==> config.mk <==
export PLATFORM = sky130hd
export DESIGN_NAME = uart_tx_sequencer_flat
export DESIGN_NICKNAME = d
export VERILOG_FILES = /design/src/rtl/uart_pkg.sv /design/src/rtl/uart_tx_sequencer_if.sv /design/src/rtl/baud_tick_gen.sv /design/src/rtl/uart_tx_sequencer.sv /design/src/flat_wrapper.sv
export SDC_FILE = /design/constraint.sdc
export NUM_CORES = 1
export LEC_CHECK = 0
export ABC_AREA = 1
export BUFFER_PORTS_ARGS = -buffer_cell sky130_fd_sc_hd__buf_2
export CORE_MARGIN = 3
export CORE_UTILIZATION = 25
export DETAILED_ROUTE_END_ITERATION = 10
export SLEW_MARGIN = 40
export SYNTH_ARGS = -nofsm -noshare
export SYNTH_HDL_FRONTEND = slang
export SYNTH_SLANG_ARGS = --single-unit
==> constraint.sdc <==
create_clock -name sysclk -period 4.2 [get_ports sysclk]
set_clock_uncertainty 0.2 [all_clocks]
set_input_delay 0.84 -clock sysclk [delete_from_list [all_inputs] [get_ports sysclk]]
set_output_delay 0.84 -clock sysclk [all_outputs]
set_load 0.1 [all_outputs]
==> src/rtl/uart_pkg.sv <==
// uart_pkg: shared FSM encoding and default baud divisors for the UART transmitter
package uart_pkg;
  typedef enum logic [1:0] {IDLE = 2'd0, START = 2'd1, DATA = 2'd2, STOP = 2'd3} state_t;
  localparam int DIV_9600_50M = 5208;
  localparam int DIV_9600X16_50M = 326;
  function automatic int max_int(input int a, input int b);
    return a > b ? a : b;
  endfunction
endpackage

==> src/rtl/uart_tx_sequencer_if.sv <==
// uart_tx_sequencer_if: host-side request/status bundle and serial line of the UART transmitter
interface uart_tx_sequencer_if #(parameter int DATA_BITS = 8);
  logic                 tx_start;
  logic [DATA_BITS-1:0] tx_data;
  logic                 baud_sel;
  logic                 tx;
  logic                 tx_busy;
  logic                 tx_done;
  modport master (output tx_start, tx_data, baud_sel, input tx, tx_busy, tx_done);
  modport slave  (input tx_start, tx_data, baud_sel, output tx, tx_busy, tx_done);
endinterface

==> src/rtl/baud_tick_gen.sv <==
// baud_tick_gen: one-cycle tick every div cycles while en, restarting from 0 when disabled
module baud_tick_gen #(
  parameter int CW = 13
) (
  input  logic        sysclk,
  input  logic        reset,
  input  logic        en,
  input  logic [CW:0] div,
  output logic        tick
);
  logic [CW-1:0] r_cnt;
  assign tick = en && ({1'b0, r_cnt} == div - 1'b1);
  always_ff @(posedge sysclk)
    r_cnt <= (reset || !en || tick) ? '0 : r_cnt + 1'b1;
endmodule

==> src/rtl/uart_tx_sequencer.sv <==
// uart_tx_sequencer: frames one byte per request as start/data/stop bits, one baud period each
module uart_tx_sequencer
  import uart_pkg::*;
#(
  parameter int CLK_DIV_SLOW = DIV_9600_50M,
  parameter int CLK_DIV_FAST = DIV_9600X16_50M,
  parameter int DATA_BITS    = 8
) (
  input  logic                 sysclk,
  input  logic                 reset,
  uart_tx_sequencer_if.slave   bus
);
  localparam int CW = $clog2(max_int(CLK_DIV_SLOW, CLK_DIV_FAST));
  // one extra bit so a power-of-two divisor still fits
  localparam logic [CW:0] DIV_S = CLK_DIV_SLOW[CW:0];
  localparam logic [CW:0] DIV_F = CLK_DIV_FAST[CW:0];
  state_t               r_state, w_state;
  logic [DATA_BITS-1:0] r_shift, w_shift;
  logic [2:0]           r_bit, w_bit;
  logic [CW:0]          r_div, w_div;
  logic                 r_tx, w_tx, r_busy, w_busy, r_done, w_done, w_tick, w_en;
  assign w_en = r_state != IDLE;
  baud_tick_gen #(.CW(CW)) u_baud (
    .sysclk (sysclk),
    .reset  (reset),
    .en     (w_en),
    .div    (r_div),
    .tick   (w_tick)
  );
  always_comb begin
    w_state = r_state;
    w_shift = r_shift;
    w_bit   = r_bit;
    w_div   = r_div;
    w_tx    = r_tx;
    w_busy  = r_busy;
    w_done  = 1'b0;
    case (r_state)
      IDLE: if (bus.tx_start) begin
        w_state = START;
        w_shift = bus.tx_data;
        w_div   = bus.baud_sel ? DIV_F : DIV_S;
        w_tx    = 1'b0;
        w_busy  = 1'b1;
      end
      START: if (w_tick) begin
        w_state = DATA;
        w_tx    = r_shift[0];
        w_bit   = 3'd0;
      end
      DATA: if (w_tick) begin
        if (r_bit < 3'(DATA_BITS - 1)) begin
          w_shift = r_shift >> 1;
          w_tx    = w_shift[0];
          w_bit   = r_bit + 3'd1;
        end else begin
          w_state = STOP;
          w_tx    = 1'b1;
        end
      end
      STOP: if (w_tick) begin
        w_state = IDLE;
        w_busy  = 1'b0;
        w_done  = 1'b1;
      end
      default: w_state = IDLE;
    endcase
  end
  always_ff @(posedge sysclk) begin
    if (reset) begin
      r_state <= IDLE;
      r_shift <= '0;
      r_bit   <= 3'd0;
      r_div   <= DIV_S;
      r_tx    <= 1'b1;
      r_busy  <= 1'b0;
      r_done  <= 1'b0;
    end else begin
      r_state <= w_state;
      r_shift <= w_shift;
      r_bit   <= w_bit;
      r_div   <= w_div;
      r_tx    <= w_tx;
      r_busy  <= w_busy;
      r_done  <= w_done;
    end
  end
  assign bus.tx      = r_tx;
  assign bus.tx_busy = r_busy;
  assign bus.tx_done = r_done;
endmodule

==> src/flat_wrapper.sv <==
// flat-port wrapper written by rule: the top's interface ports become plain ports
module uart_tx_sequencer_flat import uart_pkg::*;
#(
  parameter int CLK_DIV_SLOW = DIV_9600_50M,
  parameter int CLK_DIV_FAST = DIV_9600X16_50M,
  parameter int DATA_BITS    = 8
)
  (sysclk, reset, bus_tx_start, bus_tx_data, bus_baud_sel, bus_tx, bus_tx_busy, bus_tx_done);
  uart_tx_sequencer_if #(.DATA_BITS(DATA_BITS)) bus_i ();
  input  logic sysclk;
  input  logic reset;
  input wire logic [$bits(bus_i.tx_start)-1:0] bus_tx_start;
  input wire logic [$bits(bus_i.tx_data)-1:0] bus_tx_data;
  input wire logic [$bits(bus_i.baud_sel)-1:0] bus_baud_sel;
  output wire logic [$bits(bus_i.tx)-1:0] bus_tx;
  output wire logic [$bits(bus_i.tx_busy)-1:0] bus_tx_busy;
  output wire logic [$bits(bus_i.tx_done)-1:0] bus_tx_done;
  assign bus_i.tx_start = bus_tx_start;
  assign bus_i.tx_data = bus_tx_data;
  assign bus_i.baud_sel = bus_baud_sel;
  assign bus_tx = bus_i.tx;
  assign bus_tx_busy = bus_i.tx_busy;
  assign bus_tx_done = bus_i.tx_done;
  uart_tx_sequencer #(.CLK_DIV_SLOW(CLK_DIV_SLOW), .CLK_DIV_FAST(CLK_DIV_FAST), .DATA_BITS(DATA_BITS)) u_core (.sysclk(sysclk), .reset(reset), .bus(bus_i));
endmodule
; ---- Word level (Yosys, flattened, before mapping)
; Cells that the tools add are included.
[word_totals]
out_inout_bits = 3
in_bits = 12
word_cells = 64
register_bits = 43
[classes]
n_bitwise = 1
n_addsub = 3
reduce_logical = 17
mux = 24
eq_ne = 10
n_lt_le_gt_ge = 1
[ops]
columns = operator, n
row1 = $mux 8, 3
row2 = $pmux 8 s2, 1
row3 = $eq 13x14->1, 1
row4 = $sub 14x1->14 const B, 1
row5 = $add 13x1->13 const B, 1
row6 = $mux 13, 1
row7 = $reduce_and 4->1, 3
row8 = $mux 2, 5
row9 = $ne 2x2->1 const B, 5
row10 = $mux 3, 3
row11 = $pmux 2 s4, 1
row12 = $reduce_bool 2->1, 4
row13 = $mux 1, 7
row14 = $pmux 3 s2, 1
row15 = $reduce_and 5->1, 1
row16 = $eq 2x2->1 const B, 2
row17 = $add 3x1->3 const B, 1
row18 = $lt 3x3->1 const B, 1
row19 = $pmux 1 s3, 1
row20 = $reduce_and 3->1, 1
row21 = $reduce_bool 3->1, 1
row22 = $eq 2x1->1 const B, 1
row23 = $logic_not 2->1, 1
row24 = $logic_or 1x1->1, 2
row25 = 7 further kinds, 7

; ---- Longest topological paths before layout
[logic_depth]
ltp_word = 5
ltp_mapped = 13

; ---- Hierarchy
; A second synthesis with hierarchy kept.
[unflattened]
cells_unflattened = 350
area_unflattened_um2 = 2327.2
[by_module_without_submodules]
columns = mod, seq_area_each_um2, area_per_inst_um2, cells_each, instances
row1 = baud_tick_gen, 260.2, 1184.9, 191, 1
row2 = uart_tx_sequencer, 360.3, 1142.3, 159, 1

; ---- Worst setup path after synthesis
; Ideal clock, no wire load.
[synth_timing]
kind = register to register
startpoint = register u_core.r_div[8]
endpoint = register u_core.r_tx, in the netlist u_core.bus.tx
arrival_time_ns = 1.647
period_less_slack_ns = 1.970
stages_incl_launch_ff = 14
setup_ns = 0.124
slack_ns = 2.230
n_path_buf = 1
cell_sequence = dfxtp_1 -> inv_2 -> ha_1 -> inv_1 -> nand2_1 -> nand2_1 -> nand2_1 -> nor2_2 -> nand3_4 -> a21oi_4 -> buf_6 -> nand2_1 -> nand2_1 -> nand3_1
[synth_via]
elab_chain_len = 5
word_cells_on_any_way = 6
classes_between = add/sub (1) / eq/ne (3) / reduce/logical (2)
[synth_lines]
columns = element, line_no
row1 = from (decl), uart_tx_sequencer.sv:20  ; logic [CW:0] r_div, w_div;
row2 = from (signal assigned), uart_tx_sequencer.sv:82  ; r_div <= w_div;
row3 = $sub 14x1->14 *, baud_tick_gen.sv:12  ; assign tick = en && ({1'b0, r_cnt} == div - 1'b1);
row4 = $eq 13x14->1 *, baud_tick_gen.sv:12
row5 = $logic_and 1x1->1 *, baud_tick_gen.sv:12
row6 = $ne 2x2->1 (no source line), --
row7 = $reduce_and 4->1 (no source line) *, --
row8 = to (signal assigned), uart_tx_sequencer.sv:83  ; r_tx <= w_tx;
row9 = to (decl), uart_tx_sequencer.sv:21  ; logic r_tx, w_tx, r_busy, w_busy, r_done, w_done, w_tick, w_en;
; Every way passes the cells marked *; elsewhere a longest branch is shown, timed or not.
; A chain may end at the register's enable or synchronous reset.

; ---- Final worst setup path
[layout_timing]
startpoint = register u_core.r_state[0]
endpoint = register u_core.r_shift[6]
[layout_via]
elab_chain_len = 4
word_cells_on_any_way = 10
classes_between = eq/ne (4) / mux (1) / reduce/logical (5)
[layout_lines]
columns = element, line_no
row1 = from (decl), uart_tx_sequencer.sv:17  ; state_t r_state, w_state;
row2 = from (signal assigned), uart_tx_sequencer.sv:79  ; r_state <= w_state;
row3 = $reduce_bool 2->1, uart_tx_sequencer.sv:22  ; assign w_en = r_state != IDLE;
row4 = $logic_and 1x1->1, baud_tick_gen.sv:12
row5 = $ne 2x2->1 (no source line), --
row6 = $reduce_and 4->1 (no source line), --
row7 = to (signal assigned), uart_tx_sequencer.sv:80  ; r_shift <= w_shift;
row8 = to (decl), uart_tx_sequencer.sv:18  ; logic [DATA_BITS-1:0] r_shift, w_shift;
; Parallel ways exist; a longest one is shown, timed or not.

==> run_results.csv <==
group,metric,value,unit
routing,drc,0,
sta,setup_violations,0,
cts,cts_buffers,5,
synthesis,yosysWarnings,0,
cts,clockBufferDepth,2,
sta,maxSlewHeadroom,0.603,
placement,dp_hpwl,3010,um
setup_path,crit_path_max_incr_delay,410,ps
cts,h-tree-depth,2,
synthesis,ys_top_cells_by_area,"dfxtp_1, nand2_1, ha_1",
min_path,hp-class,"register to register",
setup_path,cp.required,4150,ps
setup_path,worstSetupEndpointType,"register",
sta,fmax,419,MHz
cts,clk_latency,280,ps
floorplan,die_area,0.00826,mm^2
final_layout,design_area,0.00207,mm^2
placement,routabilityCongestion,0.807,
job,maxCapViolCount,0,
power_and_ir_drop,powerDensity,514,mW/mm^2
sta,rsz0062_at_grt,"false",
setup_path,crit_chain,"inv_1, ha_1, inv_2, nor2_1, nor2_2, nand3_1, nand2_1, a21oi_1",
floorplan,ioPinCount,15,
grt,grt.total_usage,0.0987,
setup_path,worstSetupStartpointType,"register",
routing,vias_per_cell,4.25,
placement,post_dp_cell_area,0.00197,mm^2
cts,clkTransAtPathRegs,80,ps
sta,fin_tns_setup,0,ps
setup_path,worst_ep_arrival_time,2340,ps
floorplan,die_y,90.9,um
synthesis,avgSynthCellArea,6.62,um^2
grt,grt_overflow_total,0,
floorplan,core_area,0.00691,mm^2
grt,grt_max_degree,16,
synthesis,yosysTopAreaCellShare,0.345,
final_layout,nets,311,
grt,grt_pass1_vias,1542,
final_layout,drive_gt1_frac,0.124,
cts,cts_resized,0,
setup_path,crit_type,"register to register",
power_and_ir_drop,p_leak,0.908,nW
cts,cts_root_buf,"clkbuf_8",
sta,fin_crit,2390,ps
routing,totalWireLength,3860,um
routing,vias,1639,
sta,worst_slew_pin_slew,595,ps
synthesis,synth_fp_nets,294,
cts,cts_hold_buf,0,
routing,final_antenna_net_count,0,
routing,wire_per_inst,9.99,um
floorplan,die_w,90.9,um
setup_path,slowest_stage,"ha_1",
synthesis,yosysUniqueCellTypes,27,
synthesis,ys_seq_elements,31,
placement,io_buffers,14,
routing,dr.pass1.iters,4,
floorplan,rows,30,
sta,fin_crit_sh,0.568,
cts,clock_sinks,31,
final_layout,area_growth,15.0,%
floorplan,initial_core_util,0.261,
final_layout,num_antenna_cells,0,
outcome,status,"complete, no violations",
setup_path,path_max_fanout,15,
final_layout,final_common_cell,"nand2_1",
final_layout,final_cell_mix,"nand2_1, nor2_1, dfxtp_1",
synthesis,seq_area_frac_synth,0.345,
sta,slew_violations,0,
synthesis,syn_area,0.00180,mm^2
cts,cts_setup_buffers,0,
sta,hold_viol_final,0,
grt,grt_pass1_wl,6870,um
grt,antenna_found_initial,0,
power_and_ir_drop,ir_worst_vdd,0.404,mV
synthesis,synth.largest_area_cell,"dfxtp_1",
routing,drt_iter0_markers,52,
cts,cts_tree,"done",
synthesis,syn_inst,272,
cells in the mapped netlist:
library cell  number
dfxtp_1           31
buf_2              1
a21oi_4            1
or2_2              3
nand3b_1           1
nand2_1           89
buf_6              1
nor2_1            32
inv_1             26
nand3_4            1
nor3b_1            2
nor2_2             5
clkbuf_1           2
xor2_1             1
a21oi_1           21
a31oi_1            2
o21bai_1           3
nor3_1             3
inv_2              3
xnor2_1            2
and2_1             1
nor3_4             1
nand4_1            2
a211oi_1           2
ha_1              10
nand3_1           21
o21ai_0            5
layer usage:
layer / vias up / global-route usage / part of all wire
li1: 902 / - / -
met1: 710 / 0.135 / 0.51
met2: 21 / 0.154 / 0.44
met3: 6 / 0.0208 / 0.025
met4: 0 / 0.0327 / 0.019
met5: - / 0 / 0
path summary, 6_finish.rpt:
| path | start | to | slack, ps | depth (start not counted) |
|---|---|---|---|---|
| max | u_core.r_state[0] | u_core.r_shift[6] | 1810 | 8 |
| min | u_core.u_baud.r_cnt[0] | u_core.u_baud.r_cnt[0] | 260 | 1 |
| max reg2reg | u_core.r_state[0] | u_core.r_shift[6] | 1810 | 8 |
| min reg2reg | u_core.u_baud.r_cnt[0] | u_core.u_baud.r_cnt[0] | 260 | 1 |
through the flow:
stage | utilization | hold WS (ps) | power, mW | instances | setup slack (ps)
finish | 0.300 | 255 | 1.07 | 386 | 1810
CTS | 0.300 | 256 | 1.08 | 386 | 1840
floorplan | - | 218 | 0.734 | 272 | 2230
detailed placement | 0.285 | 240 | 0.807 | 378 | 1860
global placement | 0.285 | 228 | 0.805 | 378 | 1910
global route | 0.300 | 287 | 1.15 | 386 | 1550
critical path: cells and delay by family (launching register included):
kind            cells  cell delay [ps]
compound gates      1               70
fa+ha+maj           1              410
buf+inv             2              320
flops               1              400
simple gates        4              840
state kept, by name (all words and copies together) (netlist names):
signal,cells
u_core.r_bit,3
u_core.bus.tx_done,1
u_core.r_shift,8
u_core.bus.tx,1
u_core.bus.tx_busy,1
u_core.r_div,2
u_core.u_baud.r_cnt,13
u_core.r_state,2
where the power goes:
group / switching, mW / total, mW / internal (mW) / leakage, nW
logic: 0.287 / 0.415 / 0.128 / 0.605
clock network: 0.114 / 0.263 / 0.149 / 0.0505
registers: 0.0381 / 0.387 / 0.349 / 0.252
total: 0.439 / 1.07 / 0.626 / 0.908
kinds of logic (layout without fill, tap and decap cells):
kind of cell	Yosys count	count (layout)	synth area share
compound gates	34	34	0.109
xor+xnor	3	3	0.0146
fa+ha+maj	10	10	0.0695
buf+inv	33	51	0.0737
flops	31	31	0.345
simple gates	161	161	0.388
area by class of cell:
type / count / area, um^2
inverters: 29 / 109
flip-flops and latches: 31 / 621
fillers: 782 / 4840
multi-input cells: 208 / 1050
clock inverters: 1 / 7.51
well taps: 96 / 120
repair buffers: 14 / 70.1
clock buffers: 7 / 96.3
Note: power is estimated with default switching activity, not from simulation.
